File: src/rtl/tdpram_fifo_ctrl_pkg.sv
// Shared definitions for the TDPRAM stream FIFO controller: legal RAM read
// latencies and the sizing helpers used by the top and the skid buffer.
package tdpram_fifo_ctrl_pkg;

  // Port B read latency without / with the RAM output register.
  localparam int unsigned RD_LAT_NOREG = 1;
  localparam int unsigned RD_LAT_REG   = 2;

  // True when the RAM can actually be configured for this read latency.
  function automatic bit rd_latency_legal(input int unsigned lat);
    return (lat == RD_LAT_NOREG) || (lat == RD_LAT_REG);
  endfunction

  // Occupancy counter width: RAM depth plus in-flight words plus skid slots.
  function automatic int unsigned count_width(input int unsigned addr_width);
    return addr_width + 2;
  endfunction

  // The skid buffer must absorb every word still in the RAM read pipe plus
  // the one being presented when the consumer stalls.
  function automatic int unsigned skid_depth(input int unsigned rd_latency);
    return rd_latency + 1;
  endfunction

endpackage

File: src/rtl/fifo_skid_buffer.sv
// Small first-word-fall-through register FIFO. The head word is visible on
// data_o whenever valid_o is high and stays unchanged until it is popped.
module fifo_skid_buffer #(
  parameter  int unsigned DATA_WIDTH = 8,
  parameter  int unsigned DEPTH      = 2,
  localparam int unsigned CNT_W      = $clog2(DEPTH + 1)
) (
  input  logic                  clk,
  input  logic                  rst_n,
  input  logic                  push_i,
  input  logic [DATA_WIDTH-1:0] data_i,
  input  logic                  pop_i,
  output logic [DATA_WIDTH-1:0] data_o,
  output logic                  valid_o,
  output logic [CNT_W-1:0]      count_o
);

  localparam int unsigned IW = (DEPTH > 1) ? $clog2(DEPTH) : 1;

  logic [DATA_WIDTH-1:0] mem_q [DEPTH];
  logic [DATA_WIDTH-1:0] mem_d [DEPTH];
  logic [IW-1:0]         wr_idx_q, wr_idx_d;
  logic [IW-1:0]         rd_idx_q, rd_idx_d;
  logic [CNT_W-1:0]      cnt_q, cnt_d;
  logic                  do_push;
  logic                  do_pop;

  // Circular index advance; DEPTH need not be a power of two.
  function automatic logic [IW-1:0] next_idx(input logic [IW-1:0] idx);
    return (idx == IW'(DEPTH - 1)) ? '0 : idx + 1'b1;
  endfunction

  // Next-state for storage, indices and occupancy.
  always_comb begin
    mem_d    = mem_q;
    wr_idx_d = wr_idx_q;
    rd_idx_d = rd_idx_q;
    do_pop   = pop_i & (cnt_q != '0);
    do_push  = push_i & ((cnt_q != CNT_W'(DEPTH)) | do_pop);
    if (do_push) begin
      mem_d[wr_idx_q] = data_i;
      wr_idx_d        = next_idx(wr_idx_q);
    end
    if (do_pop) begin
      rd_idx_d = next_idx(rd_idx_q);
    end
    cnt_d = cnt_q + CNT_W'(do_push) - CNT_W'(do_pop);
  end

  // State register with synchronous active-low reset.
  always_ff @(posedge clk) begin
    if (!rst_n) begin
      mem_q    <= '{default: '0};
      wr_idx_q <= '0;
      rd_idx_q <= '0;
      cnt_q    <= '0;
    end else begin
      mem_q    <= mem_d;
      wr_idx_q <= wr_idx_d;
      rd_idx_q <= rd_idx_d;
      cnt_q    <= cnt_d;
    end
  end

  assign data_o  = mem_q[rd_idx_q];
  assign valid_o = (cnt_q != '0);
  assign count_o = cnt_q;

endmodule

File: src/rtl/tdpram_fifo_ctrl.sv
// Ready/valid stream FIFO controller wrapped around a true dual-port RAM.
// Port A writes, port B reads; read latency is hidden by a valid pipe that
// feeds a skid buffer, giving a first-word-fall-through output.
//
// Handshake: a word moves on an interface only at a rising edge where both
// its valid and ready are high. Valid never depends on ready, and a presented
// RD_DATA_O/RD_VALID_O pair holds until it is accepted.
module tdpram_fifo_ctrl
  import tdpram_fifo_ctrl_pkg::*;
#(
  parameter int unsigned DATA_WIDTH     = 8,
  parameter int unsigned ADDR_WIDTH     = 9,
  parameter int unsigned RAM_RD_LATENCY = 1,
  parameter int unsigned AFULL_THRESH   = (1 << ADDR_WIDTH) - 4
) (
  input  logic                    CLK_I,
  input  logic                    NRST_I,
  input  logic [DATA_WIDTH-1:0]   WR_DATA_I,
  input  logic                    WR_VALID_I,
  output logic                    WR_READY_O,
  output logic [DATA_WIDTH-1:0]   RD_DATA_O,
  output logic                    RD_VALID_O,
  input  logic                    RD_READY_I,
  output logic                    RAM_WENA_O,
  output logic [ADDR_WIDTH-1:0]   RAM_ADDRA_O,
  output logic [DATA_WIDTH-1:0]   RAM_DINA_O,
  output logic                    RAM_WENB_O,
  output logic [ADDR_WIDTH-1:0]   RAM_ADDRB_O,
  input  logic [DATA_WIDTH-1:0]   RAM_DOUTB_I,
  output logic [ADDR_WIDTH+1:0]   COUNT_O,
  output logic                    FULL_O,
  output logic                    EMPTY_O,
  output logic                    AFULL_O
);

  localparam int unsigned DEPTH      = 1 << ADDR_WIDTH;
  localparam int unsigned CNT_W      = count_width(ADDR_WIDTH);
  localparam int unsigned RCW        = ADDR_WIDTH + 1;
  localparam int unsigned SKID_DEPTH = skid_depth(RAM_RD_LATENCY);
  localparam int unsigned SKID_CW    = $clog2(SKID_DEPTH + 1);
  localparam int unsigned OCC_W      = 4;

  if (!rd_latency_legal(RAM_RD_LATENCY)) begin : g_bad_latency
    $fatal(1, "tdpram_fifo_ctrl: RAM_RD_LATENCY must be 1 or 2");
  end

  logic [ADDR_WIDTH-1:0]     wr_ptr_q, wr_ptr_d;
  logic [ADDR_WIDTH-1:0]     rd_ptr_q, rd_ptr_d;
  logic [RCW-1:0]            ram_cnt_q, ram_cnt_d;
  logic [CNT_W-1:0]          count_q, count_d;
  logic [RAM_RD_LATENCY-1:0] vpipe_q, vpipe_d;

  logic                      full;
  logic                      push;
  logic                      pop;
  logic                      issue;
  logic [OCC_W-1:0]          inflight;
  logic [OCC_W-1:0]          occ;
  logic [OCC_W-1:0]          occ_limit;
  logic                      skid_valid;
  logic [DATA_WIDTH-1:0]     skid_data;
  logic [SKID_CW-1:0]        skid_cnt;

  assign full = (ram_cnt_q == RCW'(DEPTH));

  // Handshakes, read issue decision and next-state for pointers/counters.
  always_comb begin
    push      = NRST_I & WR_VALID_I & ~full;
    pop       = NRST_I & skid_valid & RD_READY_I;
    inflight  = OCC_W'($countones(vpipe_q));
    occ       = inflight + OCC_W'(skid_cnt);
    // A word popped this cycle frees a skid slot for a new read.
    occ_limit = OCC_W'(RAM_RD_LATENCY + 1) + OCC_W'(pop);
    issue     = NRST_I & (ram_cnt_q != '0) & (occ < occ_limit);

    wr_ptr_d  = wr_ptr_q + ADDR_WIDTH'(push);
    rd_ptr_d  = rd_ptr_q + ADDR_WIDTH'(issue);
    ram_cnt_d = ram_cnt_q + RCW'(push) - RCW'(issue);
    count_d   = count_q + CNT_W'(push) - CNT_W'(pop);

    vpipe_d    = '0;
    vpipe_d[0] = issue;
    for (int i = 1; i < RAM_RD_LATENCY; i++) begin
      vpipe_d[i] = vpipe_q[i-1];
    end
  end

  // Pointer, occupancy and valid-pipe registers; RAM contents are untouched
  // by reset.
  always_ff @(posedge CLK_I) begin
    if (!NRST_I) begin
      wr_ptr_q  <= '0;
      rd_ptr_q  <= '0;
      ram_cnt_q <= '0;
      count_q   <= '0;
      vpipe_q   <= '0;
    end else begin
      wr_ptr_q  <= wr_ptr_d;
      rd_ptr_q  <= rd_ptr_d;
      ram_cnt_q <= ram_cnt_d;
      count_q   <= count_d;
      vpipe_q   <= vpipe_d;
    end
  end

  // The tail of the valid pipe marks the cycle RAM_DOUTB_I carries the word.
  fifo_skid_buffer #(
    .DATA_WIDTH (DATA_WIDTH),
    .DEPTH      (SKID_DEPTH)
  ) u_skid (
    .clk     (CLK_I),
    .rst_n   (NRST_I),
    .push_i  (vpipe_q[RAM_RD_LATENCY-1]),
    .data_i  (RAM_DOUTB_I),
    .pop_i   (pop),
    .data_o  (skid_data),
    .valid_o (skid_valid),
    .count_o (skid_cnt)
  );

  assign WR_READY_O  = ~full;
  assign RD_DATA_O   = skid_data;
  assign RD_VALID_O  = skid_valid;
  assign RAM_WENA_O  = push;
  assign RAM_ADDRA_O = wr_ptr_q;
  assign RAM_DINA_O  = WR_DATA_I;
  assign RAM_WENB_O  = 1'b0;
  assign RAM_ADDRB_O = rd_ptr_q;
  assign COUNT_O     = count_q;
  assign FULL_O      = full;
  assign EMPTY_O     = (count_q == '0);
  assign AFULL_O     = (32'(ram_cnt_q) >= AFULL_THRESH);

endmodule
File: config.mk
export PLATFORM = sky130hd
export DESIGN_NAME = tdpram_fifo_ctrl
export DESIGN_NICKNAME = d
export VERILOG_FILES = /design/src/rtl/tdpram_fifo_ctrl_pkg.sv /design/src/rtl/fifo_skid_buffer.sv /design/src/rtl/tdpram_fifo_ctrl.sv
export SDC_FILE = /design/constraint.sdc
export NUM_CORES = 1
export LEC_CHECK = 0
export ABC_AREA = 1
export BUFFER_PORTS_ARGS = -buffer_cell sky130_fd_sc_hd__buf_2
export CORE_MARGIN = 4
export CORE_UTILIZATION = 50
export CTS_CLUSTER_DIAMETER = 150
export DETAILED_ROUTE_END_ITERATION = 12
export GPL_TIMING_DRIVEN = 0
export PLACE_DENSITY_LB_ADDON = 0.15
export SLEW_MARGIN = 10
export SYNTH_ARGS = -nofsm -noshare
export SYNTH_HDL_FRONTEND = slang
export SYNTH_SLANG_ARGS = --single-unit
export TNS_END_PERCENT = 30
File: constraint.sdc
create_clock -name CLK_I -period 2.9 [get_ports CLK_I]
set_input_delay 0.145 -clock CLK_I [delete_from_list [all_inputs] [get_ports CLK_I]]
set_output_delay 0.145 -clock CLK_I [all_outputs]
set_load 0.1 [all_outputs]
; Yosys cells after proc, flatten, opt, wreduce, memory -nomap -nowiden
; Index checks and enable logic that the tools add are counted.
[word_totals]
register_bits = 60
latchBits = 0
ramBits = 0
romBits = 0
word_cells = 53
mem_count = 0
[op_classes]
n_addsub = 12
n_mul = 0
n_div = 0
n_lt_le_gt_ge = 5
eq_ne = 2
shifts = 0
muxes = 8
bitwise_logic = 12
reduce_logical = 4
[ops]
columns = operator, n
row1 = 8-bit 2-to-1 mux, 4
row2 = 9-bit by 1-bit adder with 9-bit output, 2
row3 = 16-bit bitwise mux, 1
row4 = 11-bit by 1-bit adder with 11-bit output, 1
row5 = 11-bit logical NOT, 1
row6 = 11-bit by 1-bit subtractor with 11-bit output, 1
row7 = 10-bit by 1-bit adder with 10-bit output, 1
row8 = "10-bit equality test, second input constant", 1
row9 = "10-bit by 9-bit greater-or-equal comparator with 1-bit output, second input constant", 1
row10 = 10-bit nonzero test, 1
row11 = 10-bit by 1-bit subtractor with 10-bit output, 1
row12 = 1-bit bitwise AND, 8
row13 = 8-bit demux with 1-bit select, 1
row14 = "2-bit greater-or-equal comparator, second input constant", 2
row15 = 1-bit NOT with 2-bit output, 2
row16 = 1-bit by 2-bit adder with 3-bit output, 1
row17 = "2-bit by 1-bit adder with 3-bit output, first input constant", 1
row18 = 3-bit less-than comparator, 1
row19 = "1-bit adder, second input constant", 2
row20 = 2-bit by 1-bit adder with 2-bit output, 1
row21 = "2-bit by 1-bit less-than comparator with 1-bit output, second input constant", 1
row22 = 1-bit 2-to-1 mux, 2
row23 = "2-bit inequality test, second input constant", 1
row24 = 2-bit nonzero test, 1
row25 = 4 further kinds, 4

; Logic depth before layout (Yosys ltp)
; Gate-level depths: netlist of the first run.
[depth]
ltp_word = 8
depth_mapped = 18
mapped_depth_nobuf = 18

; Hierarchy
; From an unflattened synthesis of the first run, not the netlist that was laid out.
[unflattened]
hier_cells = 550
hier_area_um2 = 3814.9
[by_module_without_submodules]
columns = module, n_inst, cells_each, area_each_um2
row1 = tdpram_fifo_ctrl, 1, 377, 2673.8
row2 = fifo_skid_buffer, 1, 173, 1141.1

; Least setup slack after synthesis of the first run
; No wires, ideal clock.
[synth_timing]
kind = reg-to-reg
from = register ram_cnt_q[2]
to = register count_q[10] (netlist: COUNT_O[10])
setup_time_ps = 116
arrival_time_ps = 4521
slack_ps = -1737
path_stages_with_launch = 17
n_path_buf = 0
period_less_slack_ps = 4637
cell_sequence = dfxtp_1 > inv_1 > ha_1 > nor3b_1 > nand3_1 > nor2_1 > nor2_1 > ha_1 > fa_1 > nand2_1 > nand2_1 > nand3_1 > nand2_1 > nand2_1 > nand3_1 > nand2_1 > nor2_1
[synth_via]
elab_chain_len = 5
[synth_lines]
columns = element, line
row1 = start: declaration, tdpram_fifo_ctrl.sv:49  ; logic [RCW-1:0] ram_cnt_q, ram_cnt_d;
row2 = start signal: assignment, tdpram_fifo_ctrl.sv:100  ; ram_cnt_q <= ram_cnt_d;
row3 = 10-bit equality test, tdpram_fifo_ctrl.sv:64  ; assign full = (ram_cnt_q == RCW'(DEPTH));
row4 = via FULL_O, tdpram_fifo_ctrl.sv:31  ; output logic FULL_O,
row5 = 1-bit NOT, tdpram_fifo_ctrl.sv:68  ; push = NRST_I & WR_VALID_I & ~full;
row6 = 1-bit bitwise AND, tdpram_fifo_ctrl.sv:68
row7 = via RAM_WENA_O, tdpram_fifo_ctrl.sv:24  ; output logic RAM_WENA_O,
row8 = 11-bit by 1-bit adder with 11-bit output, tdpram_fifo_ctrl.sv:79  ; count_d = count_q + CNT_W'(push) - CNT_W'(pop);
row9 = 11-bit by 1-bit subtractor with 11-bit output, tdpram_fifo_ctrl.sv:79
row10 = end signal: assignment, tdpram_fifo_ctrl.sv:101  ; count_q <= count_d;
row11 = end: declaration, tdpram_fifo_ctrl.sv:50  ; logic [CNT_W-1:0] count_q, count_d;
; The timed path passes the listed nets, and every way through them passes these cells.
; A chain may end at the register's enable or synchronous reset.

; Worst setup path after layout of the first run
[layout_timing]
from = register vpipe_q
to = register ram_cnt_q[6]
[layout_via]
elab_chain_len = 4
[layout_lines]
columns = element, line
row1 = start: declaration, tdpram_fifo_ctrl.sv:51  ; logic [RAM_RD_LATENCY-1:0] vpipe_q, vpipe_d;
row2 = start signal: assignment, tdpram_fifo_ctrl.sv:102  ; vpipe_q <= vpipe_d;
row3 = 1-bit by 2-bit adder with 3-bit output, tdpram_fifo_ctrl.sv:71  ; occ = inflight + OCC_W'(skid_cnt);
row4 = 3-bit less-than comparator, tdpram_fifo_ctrl.sv:74  ; issue = NRST_I & (ram_cnt_q != '0) & (occ < occ_limit);
row5 = 1-bit bitwise AND, tdpram_fifo_ctrl.sv:74
row6 = via issue, tdpram_fifo_ctrl.sv:56  ; logic issue;
row7 = 10-bit by 1-bit subtractor with 10-bit output, tdpram_fifo_ctrl.sv:78  ; ram_cnt_d = ram_cnt_q + RCW'(push) - RCW'(issue);
; The timed path passes the listed nets, and every way through them passes these cells.

==> reports/metrics.yaml, run 1 <==
reg2regPathDepth: 17
required_ns: 3.14
overflow: 0
rsz0062_at_grt: "false"
clock_latency_ns: 0.35
slew_headroom_pct: 61.3
layout_common_cells: "nand2_1, inv_1, nor2_1, buf_2, dfxtp_1"
initial_core_util_pct: 52.5
nets: 666
synth-seq-cells: 60
ant_nets: 0
core.rowCount: 30
fp.dieW_um: 93.4
hold_class: "in2reg"
worst_pin_slew_ns: 0.581
first_iter_violations: 90
cp_max_fo: 4
antenna_found_initial: 0
numPortBuffers: 61
maxCapViolations: 0
clock_sinks: 60
die_h_um: 93.4
critical_path_class: "reg2reg"
first_pass_iters: 4
maxSlewViolCount: 0
globalplace.congestion: 0.860
fmax_mhz: 379
synthCells: 528
cts_tree: "done"
htree_levels: 3
wl_per_cell_um: 11.8
period_share_pct: 91.1
io_pins: 72
drcViolationCount: 0
cp-end-kind: "flip-flop"
hpwlAfterDp_um: 6300
setup-violations-final: 0
status: "finished clean"
ctsLongestPathBuffers: 2
period_needed_ns: 2.64
grt_pass1_wl_um: 13600
synth.cell_area_um2: 3640
synth.top_cells.by_area: "dfxtp_1, ha_1, nand2_1"
dieArea_um2: 8710
grt_use_total_pct: 19.4
grt_pass1_vias: 3100
hold_violations: 0
vias: 3353
yosysUniqueCellTypes: 27
clk_root_buffer_cell: "clkbuf_8"
cts_hold_buf: 0
routed_via_density: 4.77
yosys.area.top_type: "dfxtp_1"
synth_top_area_share_pct: 33.0
finalClockSkew_ns: 0.0144
synth_nets: 592
clkSlewWorstSetupHoldPaths_ns: 0.07
grt_max_degree: 11
syn_area_per_cell_um2: 6.90
wirelength_um: 8280
syn2layout_area_growth_pct: 19.5
hold-worst-slack_ns: 0.0388
drive_gt1_share_pct: 18.6
synth-seq-area-share_pct: 33.0
mostFrequentLayoutCell: "nand2_1"
cp-start-kind: "flip-flop"
synth-warning-count: 0
n_antenna_cell: 0
cts_buffers: 9
crit_arrival_ns: 2.88
min_path_cells: 3
core_um2: 6940
[synthesized netlist by cell type]
cell	instances
clkbuf_1	5
and2_1	1
buf_4	12
xor2_1	1
a21oi_1	31
nor4_1	1
nor3_1	3
nand3_4	3
dfxtp_1	60
nor2_1	85
conb_1	1
nand3_2	1
nor3b_1	2
o21a_1	1
fa_1	2
nand2_2	2
nand2_1	117
buf_6	2
o21bai_1	4
ha_1	42
nand4_1	3
xnor2_1	2
nand3_1	21
o21ai_0	26
inv_1	97
o211a_1	2
nand3b_1	1
[per-layer routing]
layer | vias to the layer above | part of all wire [%] | GRT usage (%)
li1 | 1764 | - | -
met1 | 1517 | 44 | 22.8
met2 | 60 | 50 | 35.3
met3 | 12 | 4.8 | 3.86
met4 | 0 | 1.3 | 5.62
met5 | - | 0 | 0
[registers in the layout, indices dropped and copies added, names as in the netlist]
signal           count
u_skid.wr_idx_q      1
RAM_ADDRB_O          9
RAM_ADDRA_O          9
u_skid.mem_q        16
u_skid.rd_idx_q      1
COUNT_O             11
u_skid.count_o       2
vpipe_q              1
ram_cnt_q           10
[stage by stage]
step	setup slack [ns]	cell area (µm²)	util [%]	instances	TNS, ns
after floorplan	-0.00858	3690	-	528	-0.00858
after global placement	0.114	4110	59.2	685	0
after detailed placement	0.0410	4110	59.2	685	0
after CTS	0.0247	4330	62.3	701	0
after global routing	0.0149	4350	62.7	703	0
final	0.258	4350	62.7	703	0
[worst paths after layout]
check / startpoint / end / slack (ns)
min: RAM_DOUTB_I[1] / u_skid.mem_q[9] / 0.04
max reg2reg: vpipe_q / ram_cnt_q[6] / 0.26
max: vpipe_q / ram_cnt_q[6] / 0.26
min reg2reg: RAM_ADDRB_O[7] / RAM_ADDRB_O[7] / 0.48
[area by class of cell]
| type | instances | area (µm²) |
|---|---|---|
| Buffer | 19 | 131 |
| Clock buffer | 11 | 141 |
| Clock inverter | 5 | 75.1 |
| Fill cell | 654 | 2590 |
| Inverter | 97 | 364 |
| Multi-Input combinational cell | 352 | 2000 |
| Sequential cell | 60 | 1200 |
| Tap cell | 96 | 120 |
| Timing Repair Buffer | 63 | 320 |
[what timing repair did]
action / in CTS / in global routing
setup endpoints to repair: 0 / 3
resized for setup: 0 / 10
setup buffers: 0 / 2
[critical path: stages (launching register included)]
cell and delay [ns]:
dfxtp_2 0.36, ha_1 0.20, ha_1 0.26, o21ai_1 0.10, o211a_1 0.20, ha_1 0.23, inv_1 0.06, ha_2 0.17
inv_1 0.07, fa_2 0.33, inv_2 0.07, nand3_1 0.08, nand2_2 0.10, nand3_1 0.07, nand2_1 0.09, nand2_1 0.05
nand2_1 0.05, nor2_1 0.04
[kinds of logic after synthesis]
family | synth area share (%)
AOI/OAI and AO/OA | 9.41
xor gates and xnor gates | 0.722
adders and majority gates | 15.5
buffers and inverters | 13.6
DFF | 33.0
other | 0.103
and+or+nand+nor | 27.7
Power of run 1 is left out: the tool's default activity adds up to more than one toggle a clock period on the data nets, which glitch-free logic cannot reach.
==> inputs of run 2 (changes only) <==
Clock period 2.9 ns to 3.15 ns, I/O delays scaled along.
==> run 2 against run 1 <==
  * Non-clock buffer count decreased by 2
  * Critical path type unchanged
  * Clock skew shrank 0.0040 ns
  * Highest routed layer unchanged
  * Maximum frequency shrank 6.1%
  * Critical path depth fell by 1
  * Final area shrank 0.92%
==> reports/metrics.yaml, run 2 (synthesis results as in run 1) <==
n_antenna_cell: 0
layout_common_cells: "nand2_1, inv_1, nor2_1, buf_2, dfxtp_1"
cp-start-kind: "flip-flop"
ant_nets: 0
maxCapViolations: 0
first_iter_violations: 95
hpwlAfterDp_um: 5870
cp-end-kind: "flip-flop"
clkSlewWorstSetupHoldPaths_ns: 0.08
register_area_um2: 1200
die_h_um: 93.4
regMostFlops: "u_skid.mem_q"
globalplace.congestion: 0.852
cts_hold_buf: 0
cp_max_fo: 4
antenna_found_initial: 0
rsz0062_at_grt: "false"
htree_levels: 3
ctsLongestPathBuffers: 2
overflow: 0
required_ns: 3.39
maxSlewViolCount: 0
layout.cells.non_filler: 701
clock_sinks: 60
cts_buffers: 9
dp.cells: 685
core_um2: 6940
period_share_pct: 89.4
slew_headroom_pct: 61.5
period_needed_ns: 2.81
wirelength_um: 7880
largest_reg_flops: 16
numPortBuffers: 61
drcViolationCount: 0
wl_per_cell_um: 11.2
cts_tree: "done"
nFillCells: 659
cts_setup_buffers: 0
hold_violations: 0
routed_via_density: 4.73
post_cts_resized: 0
dieArea_um2: 8710
status: "finished clean"
initial_core_util_pct: 52.5
clk_root_buffer_cell: "clkbuf_8"
clock_latency_ns: 0.34
core.rowCount: 30
fin_setup_tns_ns: 0
finalClockSkew_ns: 0.0104
first_pass_iters: 4
nets: 664
worst_pin_slew_ns: 0.578
grt_max_degree: 12
grt_use_total_pct: 19.0
fp.dieW_um: 93.4
crit_arrival_ns: 3.05
setup-violations-final: 0
vias: 3313
syn2layout_area_growth_pct: 18.4
fmax_mhz: 355
hold-worst-slack_ns: 0.0488
post-route-util_pct: 62.1
mostFrequentLayoutCell: "nand2_1"
multi_input_area_um2: 1980
critical_path_class: "reg2reg"
grt_pass1_wl_um: 13200
hold_class: "in2reg"
io_pins: 72
grt_pass1_vias: 3047
drive_gt1_share_pct: 16.7
[run 2: final cells by class]
cell class / instances / area share (%)
Multi-Input combinational cell: 352 / 45.8
Timing Repair Buffer: 61 / 7.08
Clock buffer: 10 / 2.96
Clock inverter: 6 / 2.03
Tap cell: 96 / 2.78
Inverter: 97 / 8.44
Buffer: 19 / 3.05
Sequential cell: 60 / 27.8
[run 2: routing by layer]
layer	track usage, %	up-vias	routed length, µm
li1	-	1765	-
met1	23.6	1473	3600
met2	32.0	65	3820
met3	2.98	10	376
met4	8.79	0	95
met5	0	-	0
[run 2: path summary, 6_finish.rpt]
check	startpoint	to	slack (ns)	cells past startpoint
worst min register to register	RAM_ADDRB_O[7]	RAM_ADDRB_O[7]	0.48	2
worst max register to register	ram_cnt_q[3]	ram_cnt_q[8]	0.34	16
worst min-delay path	RAM_DOUTB_I[5]	u_skid.mem_q[5]	0.05	3
worst max-delay path	ram_cnt_q[3]	ram_cnt_q[8]	0.34	16
[run 2: worst max-delay path, cell delays in order, from the launching register on]
cell      delay [ns]
dfxtp_1         0.33
inv_1           0.09
ha_1            0.15
nor3b_2         0.20
nand3_2         0.14
o211a_1         0.26
ha_1            0.28
inv_1           0.06
ha_1            0.16
inv_1           0.07
fa_1            0.35
inv_1           0.09
nand3_1         0.08
nand2_1         0.14
nand3b_1        0.12
a21oi_1         0.14
nor2_1          0.05
[run 2: metrics by stage]
step,setup slack (ns),instance area (µm²)
floorplan,0.200,3660
CTS,0.195,4300
finish,0.335,4310
detailed placement,0.249,4090
global route,0.0229,4310
global placement,0.261,4090
Power of run 2 is left out for the same reason.
==> inputs of run 3 (changes only) <==
Settings changed: CORE_MARGIN 4 to 8, RECOVER_POWER from default to 100.
==> run 3 against run 2 <==
  * Sequential share of layout area increased by 0.93 points
  * Global-route usage is 2.0 points lower
  * Via count about the same
  * Routed wire length rose by 4.8%
  * Sequential cell count did not move
  * Setup slack got worse by 0.052 ns
  * Count of clock-buffer cells in the layout stayed put
  * Die area grew 18%
  * First-iteration DRC count is 6.3% higher
  * Register-to-register slack worse by 0.05 ns
  * Critical path depth unchanged
  * Highest routed layer unchanged
==> reports/metrics.yaml, run 3 (synthesis results as in run 1) <==
cp-startpoint: "ram_cnt_q[2]"
wl_per_cell_um: 11.7
cts_tree: "done"
wirelength_um: 8260
die_h_um: 101
status: "finished clean"
fp.dieW_um: 101
clock_latency_ns: 0.34
grt_use_total_pct: 17.0
first_pass_iters: 4
dp.cells: 688
htree_levels: 3
cts_buffers: 9
hold_path_startpoint: "RAM_DOUTB_I[5]"
post_cts_resized: 0
r2r_start: "ram_cnt_q[2]"
wl_met3_um: 448
ant_nets: 0
critical_path_class: "reg2reg"
worst_pin_slew_ns: 1.18
cp_max_fo: 4
hold_class: "in2reg"
largest_reg_flops: 16
antenna_found_initial: 0
drt-met1-wl_um: 3600
cts_hold_buf: 0
period_needed_ns: 2.87
finalClockSkew_ns: 0.0123
clkSlewWorstSetupHoldPaths_ns: 0.08
fmax_mhz: 349
clk_root_buffer_cell: "clkbuf_8"
io_pins: 72
setup-violations-final: 0
slew_headroom_pct: 21.3
cp-start-kind: "flip-flop"
cp-end-kind: "flip-flop"
period_share_pct: 91.0
crit_arrival_ns: 3.10
clock_sinks: 60
syn2layout_area_growth_pct: 14.6
wl_met2_um: 4090
layout_common_cells: "nand2_1, inv_1, nor2_1, dfxtp_1, clkbuf_1"
layout.cells.non_filler: 705
drcViolationCount: 0
required_ns: 3.38
grt_pass1_wl_um: 14200
dr.max_layer_used: "met4"
mostFrequentLayoutCell: "nand2_1"
maxSlewViolCount: 0
routed_via_density: 4.70
n_antenna_cell: 0
ctsLongestPathBuffers: 2
maxCapViolations: 0
fin_setup_tns_ns: 0
core.rowCount: 31
core_um2: 7140
initial_core_util_pct: 51.0
regMostFlops: "u_skid.mem_q"
vias: 3315
numPortBuffers: 61
dieArea_um2: 10300
hold_violations: 0
grt_max_degree: 12
overflow: 0
first_iter_violations: 101
drive_gt1_share_pct: 7.10
hpwlAfterDp_um: 6410
nets: 665
grt_pass1_vias: 3305
rsz0062_at_grt: "false"
globalplace.congestion: 0.829
cts_setup_buffers: 0
==> run 3: cell type report <==
| cell class | count | area [µm²] |
|---|---|---|
| Fill cell | 734 | 2960 |
| Timing Repair Buffer | 62 | 248 |
| Buffer | 19 | 116 |
| Sequential cell | 60 | 1200 |
| Clock buffer | 10 | 138 |
| Inverter | 97 | 364 |
| Clock inverter | 6 | 63.8 |
| Multi-Input combinational cell | 352 | 1920 |
| Tap cell | 99 | 124 |
==> run 3: worst paths after layout <==
kind,end,slack (ns),cells after the start
max reg2reg,ram_cnt_q[8],0.28,16
min reg2reg,RAM_ADDRB_O[7],0.49,2
min,u_skid.mem_q[13],0.05,3
max,ram_cnt_q[8],0.28,16
==> run 3: worst max-delay path, cell delays in order, from the launching register on <==
cell      delay (ns)
dfxtp_1         0.38
inv_1           0.08
ha_1            0.18
nor3b_1         0.14
nand3_1         0.13
clkbuf_1        0.13
nor2_1          0.08
nor2_1          0.33
ha_1            0.26
inv_1           0.07
fa_1            0.36
inv_1           0.10
nand3_1         0.09
nand2_1         0.14
nand3b_1        0.12
a21oi_1         0.14
nor2_1          0.05
==> run 3: routing by layer <==
metal  vias to the layer above  track usage (%)
met2                        60             31.2
met3                        11             4.40
met4                         0             5.73
li1                       1766                -
met1                      1478             18.3
met5                         -                0
==> run 3: stage by stage <==
step | area [µm²] | utilization (%) | setup WS (ns) | hold slack [ns]
finish | 4170 | 58.5 | 0.283 | 0.0490
global route | 4170 | 58.5 | 0.00793 | 0.0634
CTS | 4290 | 60.2 | 0.178 | 0.0377
detailed placement | 4090 | 57.3 | 0.223 | 0.403
global placement | 4090 | 57.3 | 0.266 | 0.397
floorplan | 3660 | - | 0.200 | 0.292
Power of run 3 is left out for the same reason.
